$ cat config.mk
export PLATFORM = sky130hd
export DESIGN_NAME = register_writeback
export DESIGN_NICKNAME = d
export VERILOG_FILES = /design/src/rtl/register_writeback.sv
export SDC_FILE = /design/constraint.sdc
export NUM_CORES = 1
export LEC_CHECK = 0
export CAP_MARGIN = 20
export CORE_UTILIZATION = 50
export CTS_CLUSTER_SIZE = 24
export DETAILED_ROUTE_END_ITERATION = 7
export GPL_ROUTABILITY_DRIVEN = 0
export GPL_TIMING_DRIVEN = 0
export PLACE_DENSITY = 0.88
export SETUP_SLACK_MARGIN = 0.3
export SLEW_MARGIN = 10
export SYNTH_ARGS = -nofsm -noshare
export SYNTH_HDL_FRONTEND = slang
export SYNTH_SLANG_ARGS = --single-unit
$ cat constraint.sdc
create_clock -name clk -period 10.3 [get_ports clk]
set_clock_uncertainty 0.2 [all_clocks]
set_input_delay 2.06 -clock clk [delete_from_list [all_inputs] [get_ports clk]]
set_output_delay 2.06 -clock clk [all_outputs]
set_load 0.005 [all_outputs]
$ cat src/rtl/register_writeback.sv
// Write-side front end for the 32-entry integer register file: in-order result queue,
// single write port and pending-write bitmap. Optional macro: REGISTER_WRITEBACK_BYPASS_EN.
package riscv_package;
    typedef logic [4:0]  register_address_t;
    typedef logic [31:0] word_t;
endpackage

module register_writeback
    import riscv_package::*;
#(
    parameter int DEPTH = 4
) (
    input  logic                     clk,
    input  logic                     reset,
    input  logic                     load_valid,
    output logic                     load_ready,
    input  logic [4:0]               load_destination,
    input  logic [31:0]              load_data,
    input  logic                     alu_valid,
    output logic                     alu_ready,
    input  logic [4:0]               alu_destination,
    input  logic [31:0]              alu_data,
    output logic                     write_enable,
    output logic [4:0]               destination,
    output logic [31:0]              write_data,
    output logic [31:0]              pending,
    output logic [$clog2(DEPTH):0]   occupancy
);

    localparam int PW = $clog2(DEPTH);
    localparam int CW = PW + 1;

    typedef struct packed {
        register_address_t dest;
        word_t             data;
    } entry_t;

    entry_t          mem_q [DEPTH];
    logic [PW-1:0]   head_q, head_d;
    logic [PW-1:0]   tail_q, tail_d;
    logic [PW-1:0]   tail_p1;
    logic [CW-1:0]   count_q, count_d;
    logic [CW-1:0]   free;

    logic            load_push, alu_push, pop;
    entry_t          load_entry, alu_entry;
    logic            enq0_v, enq1_v;
    entry_t          enq0, enq1;
    logic            byp_v;
    entry_t          byp_e;
    logic [1:0]      n_push;
    logic [31:0]     pending_vec;

    // Readiness looks only at the registered count, so a same-cycle pop never frees a slot.
    assign free       = CW'(DEPTH) - count_q;
    assign load_ready = !reset && (free >= CW'(1));
    assign alu_ready  = !reset && ((free >= CW'(2)) || ((free == CW'(1)) && !load_valid));

    assign load_push  = load_valid && load_ready && (load_destination != '0);
    assign alu_push   = alu_valid && alu_ready && (alu_destination != '0);
    assign pop        = (count_q != '0);
    assign load_entry = '{dest: load_destination, data: load_data};
    assign alu_entry  = '{dest: alu_destination, data: alu_data};
    assign tail_p1    = tail_q + PW'(1);

    // NOTE: every always_comb output gets a default first so no path can infer a latch.
    always_comb begin
        enq0_v = 1'b0;
        enq1_v = 1'b0;
        enq0   = '0;
        enq1   = '0;
        byp_v  = 1'b0;
        byp_e  = '0;
`ifdef REGISTER_WRITEBACK_BYPASS_EN
        if ((count_q == '0) && load_push) begin
            byp_v = 1'b1;
            byp_e = load_entry;
            if (alu_push) begin
                enq0_v = 1'b1;
                enq0   = alu_entry;
            end
        end else if ((count_q == '0) && alu_push) begin
            byp_v = 1'b1;
            byp_e = alu_entry;
        end else
`endif
        if (load_push) begin
            enq0_v = 1'b1;
            enq0   = load_entry;
            if (alu_push) begin
                enq1_v = 1'b1;
                enq1   = alu_entry;
            end
        end else if (alu_push) begin
            enq0_v = 1'b1;
            enq0   = alu_entry;
        end
    end

    assign n_push  = {1'b0, enq0_v} + {1'b0, enq1_v};
    assign head_d  = head_q + PW'(pop);
    assign tail_d  = tail_q + PW'(n_push);
    assign count_d = count_q + CW'(n_push) - CW'(pop);

    // NOTE: sequential state uses non-blocking assignments so all registers update together.
    always_ff @(posedge clk) begin
        if (reset) begin
            head_q  <= '0;
            tail_q  <= '0;
            count_q <= '0;
        end else begin
            head_q  <= head_d;
            tail_q  <= tail_d;
            count_q <= count_d;
        end
    end

    // NOTE: queue storage is not reset; count_q alone decides which slots are meaningful.
    always_ff @(posedge clk) begin
        if (!reset) begin
            if (enq0_v) mem_q[tail_q]  <= enq0;
            if (enq1_v) mem_q[tail_p1] <= enq1;
        end
    end

    // A slot is occupied when its distance from head is below count.
    always_comb begin
        pending_vec = '0;
        for (int i = 0; i < DEPTH; i++) begin
            if ({1'b0, PW'(i) - head_q} < count_q)
                pending_vec[mem_q[i].dest] = 1'b1;
        end
        pending_vec[0] = 1'b0;
    end

    always_comb begin
        write_enable = 1'b0;
        destination  = '0;
        write_data   = '0;
        if (!reset) begin
            if (count_q != '0) begin
                write_enable = 1'b1;
                destination  = mem_q[head_q].dest;
                write_data   = mem_q[head_q].data;
            end else if (byp_v) begin
                write_enable = 1'b1;
                destination  = byp_e.dest;
                write_data   = byp_e.data;
            end
        end
    end

    assign pending   = reset ? '0 : pending_vec;
    assign occupancy = reset ? '0 : count_q;

endmodule

# After elaboration in Yosys (flattened, before gate mapping)

Memory sizes are Yosys's and may differ from the RTL's. A register that Yosys moved wholly into a read port is not among the register bits.
Index checks and enable logic that the tools add are counted.

Input port bits: 78
Bits in read-only memories: 0
Word-level logic and storage cells: 83
Memories kept: 1
RAM bits: 148
Flip-flop bits (word level): 7
Bits in latches: 0
Output and inout port bits: 75

Memory list:

| name  | depth | bits a word | read ports | clocked after Yosys merged registers in | write ports | line | text |
|---|---|---|---|---|---|---|---|
| mem_q | 4     | 37          | 5          | 1                                       | 2           | 38   | `entry_t mem_q [DEPTH];` |

Magnitude comparators: 14
Bitwise gates (word level): 3
Multiplexer cells: 33
$mul: 0
Shifts and indexed selects: 0
Eq/ne operators: 1
Divide/modulo/power cells: 0
Add/sub/neg operators: 11
Reduce and logical (&&, ||, !) cells: 17

Operator list:

| kind                | number |
|---|---|
| $mux 32             | 7 |
| $mux 37             | 3 |
| $or 32x32->32       | 3 |
| $lt 5x6->1 const B  | 4 |
| $demux 1 s5         | 4 |
| $ge 5x1->1 const B  | 4 |
| $mux 1              | 15 |
| $lt 2x3->1          | 4 |
| $logic_and 1x1->1   | 11 |
| $mux 5              | 2 |
| $reduce_bool 5->1   | 2 |
| $sub 1x2->2 const A | 2 |
| $sub 2x2->2 const A | 2 |
| $add 3x2->3         | 1 |
| $eq 3x1->1 const B  | 1 |
| $ge 3x1->1 const B  | 1 |
| $ge 3x2->1 const B  | 1 |
| $mux 3              | 1 |
| $reduce_bool 3->1   | 1 |
| $sub 3x1->3         | 1 |
| $sub 3x3->3 const A | 1 |
| $add 1x1->2         | 1 |
| $add 2x1->2         | 1 |
| $add 2x1->2 const B | 1 |
| 4 further kinds     | 5 |

# Logic depth before layout (Yosys ltp)

An unclocked memory read counts as a cell.

Depth in word-level cells: 13
Depth in mapped cells: 20
Depth with buffers taken out: 17

# Worst setup path before layout

OpenSTA, ideal clock, no wires.

Path type: input -> register
Start point: in reset
End point: mem mem_q[1][0] in the netlist's numbering (enable)
Library setup time: 0.631 ns
Setup slack: 0.079 ns
Stages: 10
Data arrival time: 9.390 ns
Path buffers: 4
Data required time: 9.469 ns
Cells stage by stage: buf_2 nor3b_1 buf_4 buf_2 buf_2 nand2_1 inv_1 ha_1 nor2_1 a2111oi_0

RTL lines:

| item               | line | text |
|---|---|---|
| start: declaration | 14   | `input logic reset,` |
| end: declaration   | 38   |  |

# Worst setup path after layout

Start point: reg head_q[1]
End point: out pending[5]

Cells in the longest elaborated chain, start to end: 10
Elaborated cells between the ends (all ways): 16
Those cells by class: 4 x add/sub; 4 x order compare; 5 x mux; 3 x bitwise

Ends and longest elaborated chain:

| item                     | line | text |
|---|---|---|
| start: declaration       | 39   | `logic [PW-1:0] head_q, head_d;` |
| start signal: assignment | 108  | `head_q <= '0;` |
| start signal: assignment | 112  | `head_q <= head_d;` |
| $sub 1x2->2              | 130  | `if ({1'b0, PW'(i) - head_q} < count_q)` |
| $lt 2x3->1               | 130  |  |
| $mux 32                  | 130  |  |
| $or 32x32->32 (no line)  | --   |  |
| $mux 32                  | 130  |  |
| $or 32x32->32 (no line)  | --   |  |
| $mux 32                  | 130  |  |
| $or 32x32->32 (no line)  | --   |  |
| $mux 32 (*)              | 130  |  |
| $mux 32 (*)              | 153  | `assign pending = reset ? '0 : pending_vec;` |
| end: declaration         | 26   | `output logic [31:0] pending,` |

Every way passes the cells marked *; elsewhere a longest branch is shown, timed or not.

==> impl_metrics.ini <==
[cells_and_area]
final_layout_size_suffix_gt1_share_pct = 15.8
final.fill_count = 1540
antennaDiodeCount = 0
stdcell_count = 1396
nNetsFinal = 1210
syn_to_final_growth_pct = 24.7

[sta]
finalHoldViolCount = 0
finalSetupTns_ns = 0
period_needed_ns = 6.88
slew_viol_final = 0
max_slew.worst_pin.slew_ns = 1.01
relSlewSlack_pct = 32.2
fmax_ghz = 0.145
min_period_over_period_pct = 66.8
rsz0062_at_grt = false
setup_viol = 0

[worst_setup_path]
slowest_delay_ns = 0.95
startpoint_type = flip-flop
cp_max_fo = 10
crit_path_top_delay_cell = a2111oi_2
crit_cells = 10
critical_path_arrival_ns = 4.62
path_delay_family = buffers and inverters
crit_chain = clkbuf_1 -> buf_2 -> xnor2_1 -> inv_1 -> ha_1 -> nor2b_1 -> a2111oi_2 -> a22oi_1 -> a21oi_1 -> clkdlybuf4s50_1
worst-path-buf-inv = 4
worst_ep_required_time_ns = 8.04
reg2reg_depth = 18
crit_type = flip-flop to output port
cp-end-kind = output port

[floorplan]
core_region_area_sq_mm = 0.0202
dieArea_sq_mm = 0.0212
die_h_um = 146
rows = 52
ios = 153
die_w_um = 146
start_util_pct = 51.1

[synthesis]
yosysMostFrequentCell = edfxtp_1
synth_fp_nets = 1023
synthesis.area_sq_mm = 0.0103
ys.flop_type = edfxtp_1
syn_inst = 928
synth.area.top_cells = edfxtp_1, o31ai_1, nand4_1
synth_common_cells = edfxtp_1, nand4_1, o31ai_1
async_reset_ff_share_pct = 0
yosys_warnings = 0
synth-seq-area-share_pct = 44.4
ys_types = 42
avgSynthCellArea_sq_um = 11.1
ys_seq_elements = 155
yosys.area.top_type = edfxtp_1
synth_edf_count = 148
yosys.area.top_type_share_pct = 43.0

[route]
routedWlPerCell_um = 26.7
first_pass_iters = 7
routed_wl_um = 37200
ant_nets = 0
route.detailed.drc = 0
dr.first_iter.drc_count = 1844
viasPerCell = 7.41
routed-via-count = 10347

[clock_network]
clkSinkCount = 155
cts.path.max_buffers = 2
post_cts_buffers = 0
clk_latency_ns = 0.43
cts.htree.levels = 4
clkTransAtPathRegs_ns = 0.06
clock-root-buffer = clkbuf_16
cts_tree = yes
postCtsHoldBufs = 0
cts_resized = 0
numCtsBuffers = 17

[placement]
hpwl_um = 25000
dpl.cell_count = 1365
port_buffers = 150

[power]
p_per_area_mw_per_mm2 = 217
ir_drop_uv = 139
p_leak_nw = 4.11

[global_route]
grt_max_degree = 21
antenna_found_initial = 0
grt_remaining_overflow = 0
grt_pass1_vias = 9939
grt_first_pass_wirelength_um = 56400
grt_use_total_pct = 34.8

[worst_hold_path]
hold_path_class = flip-flop to flip-flop
holdPathStages = 2

[job]
drv_cap = 0

[outcome]
status = finished, final reports clean
[through the flow]
step	setup WS, ns	util [%]	power, mW	cell area (sq um)	hold slack, ns
2_1_floorplan	0.0787	-	1.69	10300	0.354
3_3_place_gp	-5.63	60.1	2.11	12200	0.369
3_5_place_dp	3.63	61.0	2.17	12300	0.416
4_1_cts	3.49	63.6	2.75	12900	0.433
5_1_grt	3.06	63.6	2.89	12900	0.463
6_report	3.42	63.6	2.80	12900	0.423
[routing by layer]
metal  up-vias  share of wire [%]  global-route usage, %
li1       4211                  -                      -
met4         0                6.3                   19.1
met3       258                 16                   10.4
met1      4678                 32                   43.6
met5         -                  0                      0
met2      1200                 45                   54.0
[where the power goes]
| group | leakage (nW) | switching [mW] | internal (mW) |
|---|---|---|---|
| clock | 0.254 | 0.262 | 0.327 |
| combinational | 2.42 | 0.766 | 0.564 |
| sequential | 1.43 | 0.0450 | 0.832 |
[logic make-up (layout without fill, tap and decap cells)]
logic type | count (synthesis) | count (layout) | synth area share, %
AO/OA/AOI/OAI | 264 | 264 | 20.7
XOR/XNOR | 6 | 6 | 0.509
adder cells (fa/ha/maj) | 17 | 17 | 2.13
buffers and inverters | 131 | 329 | 5.90
flip-flops | 155 | 155 | 44.4
multiplexers | 37 | 37 | 8.07
other | 1 | 1 | 0.0363
AND/OR/NAND/NOR | 317 | 317 | 18.2
[cell type report]
type                    instances  area, sq um  area share [%]
plain buffers                 112          538            4.18
clock buffers                  18          429            3.33
clock inverters                12          103           0.797
inverters                      19         71.3           0.554
multi-input cells             642         5160            40.1
flip-flops and latches        155         4580            35.6
well taps                     270          338            2.62
repair buffers                168         1650            12.8
[worst paths after layout]
kind                            slack, ns           end       start
worst max-delay path                 3.42    pending[5]   head_q[1]
worst max register to register       4.81  mem_q[3][16]  count_q[0]
worst min register to register       0.42     tail_q[0]   tail_q[0]
worst min-delay path                 0.42     tail_q[0]   tail_q[0]
[worst register-to-register path: stages, from the launching register on]
cell and delay (ns):
dfxtp_1 0.49, inv_1 0.13, ha_1 0.22, ha_1 0.28, nor4b_1 0.16, nor3b_1 0.57
buf_4 0.32, buf_2 0.29, buf_2 0.28, nand2_1 0.11, inv_1 0.13, ha_1 0.28
nor2_1 0.12, a2111oi_2 0.56, buf_2 0.35, buf_2 0.25, buf_4 0.18, buf_4 0.16
buf_4 0.16
[registers in the layout, indices dropped and copies added, names as in the netlist]
register / cells
mem_q: 148
head_q: 2
count_q: 3
tail_q: 2
[cell usage in the layout (no fill, tap or decap), types with 30 or more instances in the layout]
cell type / count
clkdlybuf4s50_1: 150
a22oi_1: 54
nand4_1: 136
clkbuf_1: 67
buf_2: 37
and2_1: 38
edfxtp_1: 148
mux4_2: 37
o31ai_2: 30
o31ai_1: 118
a21oi_1: 34
nand3_1: 44
(Power assumes the default switching activity.)
